--- config.mk ---
export PLATFORM = sky130hd
export DESIGN_NAME = regfile_dump_reader
export DESIGN_NICKNAME = d
export VERILOG_FILES = /design/src/rtl/regfile_dump_reader.sv
export SDC_FILE = /design/constraint.sdc
export NUM_CORES = 1
export LEC_CHECK = 0
export BUFFER_PORTS_ARGS = -buffer_cell sky130_fd_sc_hd__buf_2
export CORE_ASPECT_RATIO = 0.6
export CORE_MARGIN = 3
export CORE_UTILIZATION = 30
export CTS_BUF_LIST = sky130_fd_sc_hd__clkbuf_8
export DETAILED_ROUTE_END_ITERATION = 6
export GPL_TIMING_DRIVEN = 0
export PLACE_DENSITY = 0.61
export SETUP_SLACK_MARGIN = 0.3
export SYNTH_ARGS = -nofsm -noshare
export SYNTH_HDL_FRONTEND = slang
export SYNTH_SLANG_ARGS = --single-unit
--- constraint.sdc ---
create_clock -name clk -period 2.5 [get_ports clk]
set_input_delay 0.375 -clock clk [delete_from_list [all_inputs] [get_ports clk]]
set_output_delay 0.375 -clock clk [all_outputs]
set_load 0.02 [all_outputs]
--- src/rtl/regfile_dump_reader.sv ---
// Register-file dump engine: walks read addresses and streams each word out over valid/ready.
// Optional REGDUMP_CSUM_EN appends a trailing XOR-checksum beat after the last register.
module regfile_dump_reader #(
    parameter int NREGS   = 32,
    parameter int AW      = 5,
    parameter int DW      = 32,
    parameter int SKIP_X0 = 0
) (
    input  logic          clk,
    input  logic          reg_reset,
    input  logic          start,
    output logic          busy,
    output logic          done,
    output logic [AW-1:0] rd_addr,
    input  logic [DW-1:0] rd_data,
    output logic          out_valid,
    input  logic          out_ready,
    output logic [DW-1:0] out_data,
    output logic [AW-1:0] out_index,
    output logic          out_last,
    output logic          out_csum
);

    typedef enum logic [2:0] {
        IDLE  = 3'd0,
        FETCH = 3'd1,
        SEND  = 3'd2,
        CSUM  = 3'd3,
        FIN   = 3'd4
    } state_t;

    localparam logic [AW-1:0] FIRST = AW'(SKIP_X0);
    localparam logic [AW-1:0] LAST  = AW'(NREGS - 1);
`ifdef REGDUMP_CSUM_EN
    localparam bit CSUM_EN = 1'b1;
`else
    localparam bit CSUM_EN = 1'b0;
`endif

    state_t        state;
    state_t        next_state;
    logic [AW-1:0] idx;
    logic          hs;
    logic          is_last;
    logic          arm;
    logic          load;
    logic          adv;
    logic          fin;
    logic          csum_load;
    logic [DW-1:0] csum_word;

    assign hs      = out_valid && out_ready;
    assign is_last = (idx == LAST);

    // State register
    always_ff @(posedge clk or negedge reg_reset) begin
        if (!reg_reset) state <= IDLE;
        else            state <= next_state;
    end

    // Next-state decode
    always_comb begin
        next_state = state;
        case (state)
            IDLE:  if (start) next_state = FETCH;
            FETCH: next_state = SEND;
            SEND: begin
                if (hs) begin
                    if (!is_last) next_state = FETCH;
`ifdef REGDUMP_CSUM_EN
                    else          next_state = CSUM;
`else
                    else          next_state = FIN;
`endif
                end
            end
`ifdef REGDUMP_CSUM_EN
            CSUM:  if (hs) next_state = FIN;
`endif
            FIN:   next_state = IDLE;
            default: next_state = IDLE;
        endcase
    end

    // Per-state datapath strobes
    always_comb begin
        arm       = 1'b0;
        load      = 1'b0;
        adv       = 1'b0;
        fin       = 1'b0;
        csum_load = 1'b0;
        case (state)
            IDLE:  arm = start;
            FETCH: load = 1'b1;
            SEND:  adv = hs && !is_last;
`ifdef REGDUMP_CSUM_EN
            CSUM:  csum_load = !out_valid;
`endif
            FIN:   fin = 1'b1;
            default: ;
        endcase
    end

    // Address walk, status flags and the output beat register
    always_ff @(posedge clk or negedge reg_reset) begin
        if (!reg_reset) begin
            idx       <= FIRST;
            rd_addr   <= FIRST;
            busy      <= 1'b0;
            done      <= 1'b0;
            out_valid <= 1'b0;
            out_data  <= '0;
            out_index <= '0;
            out_last  <= 1'b0;
        end else begin
            done <= fin;
            if (arm) begin
                idx     <= FIRST;
                rd_addr <= FIRST;
                busy    <= 1'b1;
            end
            if (adv) begin
                idx     <= idx + 1'b1;
                rd_addr <= idx + 1'b1;
            end
            if (fin) begin
                busy    <= 1'b0;
                idx     <= FIRST;
                rd_addr <= FIRST;
            end
            if (hs) out_valid <= 1'b0;
            if (load) begin
                out_data  <= rd_data;
                out_index <= idx;
                out_last  <= is_last && !CSUM_EN;
                out_valid <= 1'b1;
            end
            if (csum_load) begin
                out_data  <= csum_word;
                out_index <= '0;
                out_last  <= 1'b1;
                out_valid <= 1'b1;
            end
        end
    end

`ifdef REGDUMP_CSUM_EN
    logic [DW-1:0] acc;

    assign csum_word = acc;

    // Running XOR of streamed words and the checksum-beat flag
    always_ff @(posedge clk or negedge reg_reset) begin
        if (!reg_reset) begin
            acc      <= '0;
            out_csum <= 1'b0;
        end else begin
            if (arm)       acc <= '0;
            if (load)      acc <= acc ^ rd_data;
            if (load)      out_csum <= 1'b0;
            if (csum_load) out_csum <= 1'b1;
        end
    end
`else
    assign csum_word = '0;
    assign out_csum  = 1'b0;
`endif

endmodule
======== After elaboration in Yosys (flattened, before gate mapping) ========
Index checks and enable logic that the tools add are counted.
W data, S select, Z words.
cells by class
  $add $sub $neg .......................... 1
  eq/ne operators ......................... 6
  muxes and demuxes ....................... 15
  reduce and logical (&&, ||, !) cells .... 8
operator list
  kind                   number
  $mux W5                3
  $mux W3                3
  $pmux W3 S3            1
  $mux W1                8
  $add A5 B1 Y5 const B  1
  $eq A5 B5 Y1 const B   1
  $ne A2 B2 Y1 const B   2
  $reduce_bool A2 Y1     2
  $eq A3 B1 Y1 const B   1
  $eq A3 B2 Y1 const B   1
  $eq A3 B3 Y1 const B   1
  $logic_not A3 Y1       1
  $reduce_bool A3 Y1     1
  $logic_and A1 B1 Y1    2
  $reduce_and A2 Y1      1
  $logic_not A1 Y1       1
word-level totals
  flip-flop bits (word level) ............. 49
  input port bits ......................... 36
  output and inout bits ................... 47
  word-level logic and storage cells ...... 38

======== Logic depth before layout (Yosys ltp) ========
  word-level depth ........................ 6
  gate-level depth with buffers ........... 7
  gate-level depth less buffers ........... 6

======== Worst setup path after synthesis ========
OpenSTA, ideal clock, no wires.
  path type ............................... register to register
  from .................................... reg idx[0]
  to ...................................... reg idx[1]
  setup time .............................. 0.120 ns
  data arrival time ....................... 1.845 ns
  setup slack ............................. 0.535 ns
  cell stages (with the launch flop) ...... 8
  path buffers ............................ 1
  cell sequence ........................... dfrtp_1 ha_1 and3_1 ha_1 or2_4 or2_1 buf_2 a31o_2
between the ends
  longest elaborated chain between the ends .. 6
  elaborated cells on any way between the ends .. 8
ends and longest elaborated chain
  element                  RTL line  text
  from (decl)              42        logic [AW-1:0] idx;
  from (signal assigned)   123       idx <= idx + 1'b1;
  $eq A5 B5 Y1 (*)         53        assign is_last = (idx == LAST);
  via is_last              44        logic is_last;
  $logic_not A1 Y1 (*)     95        SEND: adv = hs && !is_last;
  $logic_and A1 B1 Y1 (*)  95
  $mux W1 (*)              92        case (state)
  $mux W5                  122       if (adv) begin
  $mux W5                  126       if (fin) begin
Mark *: on every way through the listed nets, which the timed path passes. The rest lies on a longest branch.
A chain may end at the register's enable or synchronous reset.

======== Worst setup path after layout ========
  from .................................... reg idx[0]
  to ...................................... reg idx[4]
Same word-level chain as after synthesis.

==> summary.md <==
| Metric | Value |
|---|---|
| Pwr Density | roughly 1200 nW/um^2 |
| Worst setup SP type | register |
| Max VDD drop | ~0.5 mV |
| Leading area contributor after synthesis | dfrtp_1 |
| Seq cells post-synth | 49 |
| RSZ-0062 raised after global routing | false |
| Netlist cell types | 30 |
| Routed wire length | 3.979 mm |
| Top FF cell, synth | dfrtp_1 |
| Fmax achieved | 500.6 MHz |
| First DRT Iteration DRCs | 34 |
| Number of global-route vias before repair | ~1200 |
| Reg clk slew, reported paths | ~0.090 ns |
| Status | finished clean |
| CTS tree | built |
| Count leader, synth | dfrtp_1 |
| TritonCTS Buffers | 5 |
| Power, Total | 3092 uW |
| Routed vias | 1334 |
| CTS H-tree depth | 2 |
| Nets@finish | roughly 260 |
| Clk Latency, worst-skew pair | 0.29 ns |
| Die Area | roughly 7500 um^2 |
| Diode count | 0 |
| PortBufs | 81 |
| Sequential share of the synthesized area | 62.94% |
| Crit path max fanout | 6 |
| Clock sink total | between 40 and 50 |
| CP endpoint kind | register |
| Final setup vio count | 0 |
| Post-synth EDFFs | 0 |
| Area contributors post-synth | dfrtp_1 (63%), mux2_2 (22%), ha_1 (1.3%) |
| Post-synth ARST share | between 90% and 100% |
| Routed WL per cell | around 13 um |
| # IOs | 83 |
| Clock skew | approximately 0.0077 ns |
| Max cap viols | 0 |
| Syn-to-layout area delta | 30.83% |
| Post-Syn Area | 1948 um^2 |
| Synth top area share | 62.94% |
| GR Overflow Total | 0 |
| Core Region | roughly 6200 um^2 |
| Share of cells above drive strength 1 | 61.82% |
| Synth cell count leaders | dfrtp_1 (49), mux2_2 (38), inv_1 (5), nand2_1 (3), nor2_1 (3) |
| Die H | 68.42 um |
| Clk Tree Root Cell | clkbuf_8 |
| Final ANT Viol Nets | 0 |
| Setup repair bufs after CTS | 0 |
| Detail Placement HPWL | 2.907 mm |
| Global Route Usage Sum | a little over a tenth |
| Hold_buf cts | 0 |
| Antenna violations before repair | 0 |
| Leak | 0.001266 uW |
| Largest net degree at the start of global routing | 50 |
| DR DRC count | 0 |
| Longest Clk Path Bufs | 2 |
| Final hold violation count | 0 |
| CP Data Required Time | between 2 and 3 ns |
| Net Count, Synth | between 150 and 200 |
| Fill count | approximately 600 |
| Crit path time final | 1.997 ns |
| Fin crit share | 79.90% |
| Drt pass-1 iters | 4 |
| Gates resized, CTS repair | 0 |
| WS Path Type | reg -> reg |
| Synth Warn # | 0 |
| Final count of pins violating max slew | 0 |
| Setup total negative slack | 0 ns |
| Initial Util | a little under a third |
| Hold Path Class | in -> async |
| Hold_ws | roughly 0.28 ns |
| CP arrival | ~2.2 ns |
| First-pass GRT wire length | between 5 and 6 mm |
| Die X | 110.0 um |
| Syn avg cell area | roughly 15 um^2 |
| Vias/cell | 4.388 |
| Worst slew pin tran | 1.075 ns |
| Num rows | 22 |
| Rel. slew slack | roughly 28% |
| Gpl congestion | slightly above 0.7 |
| Gate count of the mapped netlist | ~130 |
-- sequential cells by signal (all words and copies together) (netlist names) --
signal / flops
out_data: 32
out_index: 5
out_valid: 1
busy: 1
out_last: 1
idx: 5
done: 1
state: 3
-- power by group --
part / switching (uW) / total (uW) / internal (uW)
Sequential: 158 / 1260 / 1100
Clock: 260 / 479 / 219
Combinational: 743 / 1350 / 608
Total: 1160 / 3090 / 1930
-- cell type report --
cell class | count | area [um^2] | share of cell area [%]
buffer | 6 | 47.55 | 1.865
clock buffer | 6 | 82.58 | 3.240
clock inverter | 1 | 7.507 | 0.2946
timing repair buffer | 81 | 405.4 | 15.91
tap | 84 | 105.1 | 4.124
multi-input combinational | 72 | 655.6 | 25.72
inverter | 5 | 18.77 | 0.7364
sequential | 49 | 1226 | 48.11
-- logic make-up (layout without fill, tap and decap cells) --
family | count (synthesis) | in the layout | share of synthesized area [%]
fa+ha+maj | 2 | 2 | 1.284
buf+inv | 11 | 99 | 3.404
compound gates | 9 | 9 | 3.211
other cells | 1 | 1 | 0.1925
mux | 39 | 39 | 22.48
flops | 49 | 49 | 62.94
simple gates | 20 | 20 | 6.038
xor+xnor | 1 | 1 | 0.4497
-- cells in the final DEF, fill, tap and decap left out, types with 2 or more instances in the layout --
cell and n:
a21oi_1 2, mux2_2 38, inv_1 5, clkbuf_8 6
buf_2 83, dfrtp_1 49, nand2b_1 2, a31o_2 2
ha_1 2, o22ai_1 2, buf_4 2, nor3_1 2
buf_6 2, nor2_1 3, nand2_1 3
-- critical path, cell delays in order (launching register included) --
cell and delay (ns):
dfrtp_1 0.44, ha_1 0.23, and3_1 0.14, ha_1 0.21
or2_4 0.26, or2_1 0.22, buf_2 0.15, a31o_2 0.23
-- per-layer routing --
layer | vias to the layer above | global-route usage (%) | share of wire [%]
li1 | 636 | - | -
met1 | 647 | 15.25 | 51
met2 | 46 | 14.20 | 41
met3 | 5 | 3.487 | 6.6
met4 | 0 | 3.733 | 1.3
met5 | - | 0 | 0
-- worst paths after layout --
| path | end | cells after the start | startpoint | slack, ns |
|---|---|---|---|---|
| max reg2reg | idx[4] | 7 | idx[0] | 0.50 |
| min reg2reg | out_data[25] | 1 | out_data[25] | 0.50 |
| min in group clk | out_data[17] | 2 | rd_data[17] | 0.30 |
| max in group asynchronous | out_data[7] | 1 | reg_reset | 1.56 |
| max | idx[4] | 7 | idx[0] | 0.50 |
| min | out_index[0] | 1 | reg_reset | 0.28 |
-- per-stage QoR --
stage / instance area [um^2] / instances / worst slack, ns / util (%)
4_1_cts: 2549 / 304 / 0.4951 / 41.15
5_1_grt: 2549 / 304 / 0.4261 / 41.15
3_3_place_gp: 2459 / 297 / 0.5072 / 39.70
3_5_place_dp: 2459 / 297 / 0.5142 / 39.70
6_report: 2549 / 304 / 0.5025 / 41.15
2_1_floorplan: 1948 / 132 / 0.5345 / -
Power figures use the tool's default switching activity.
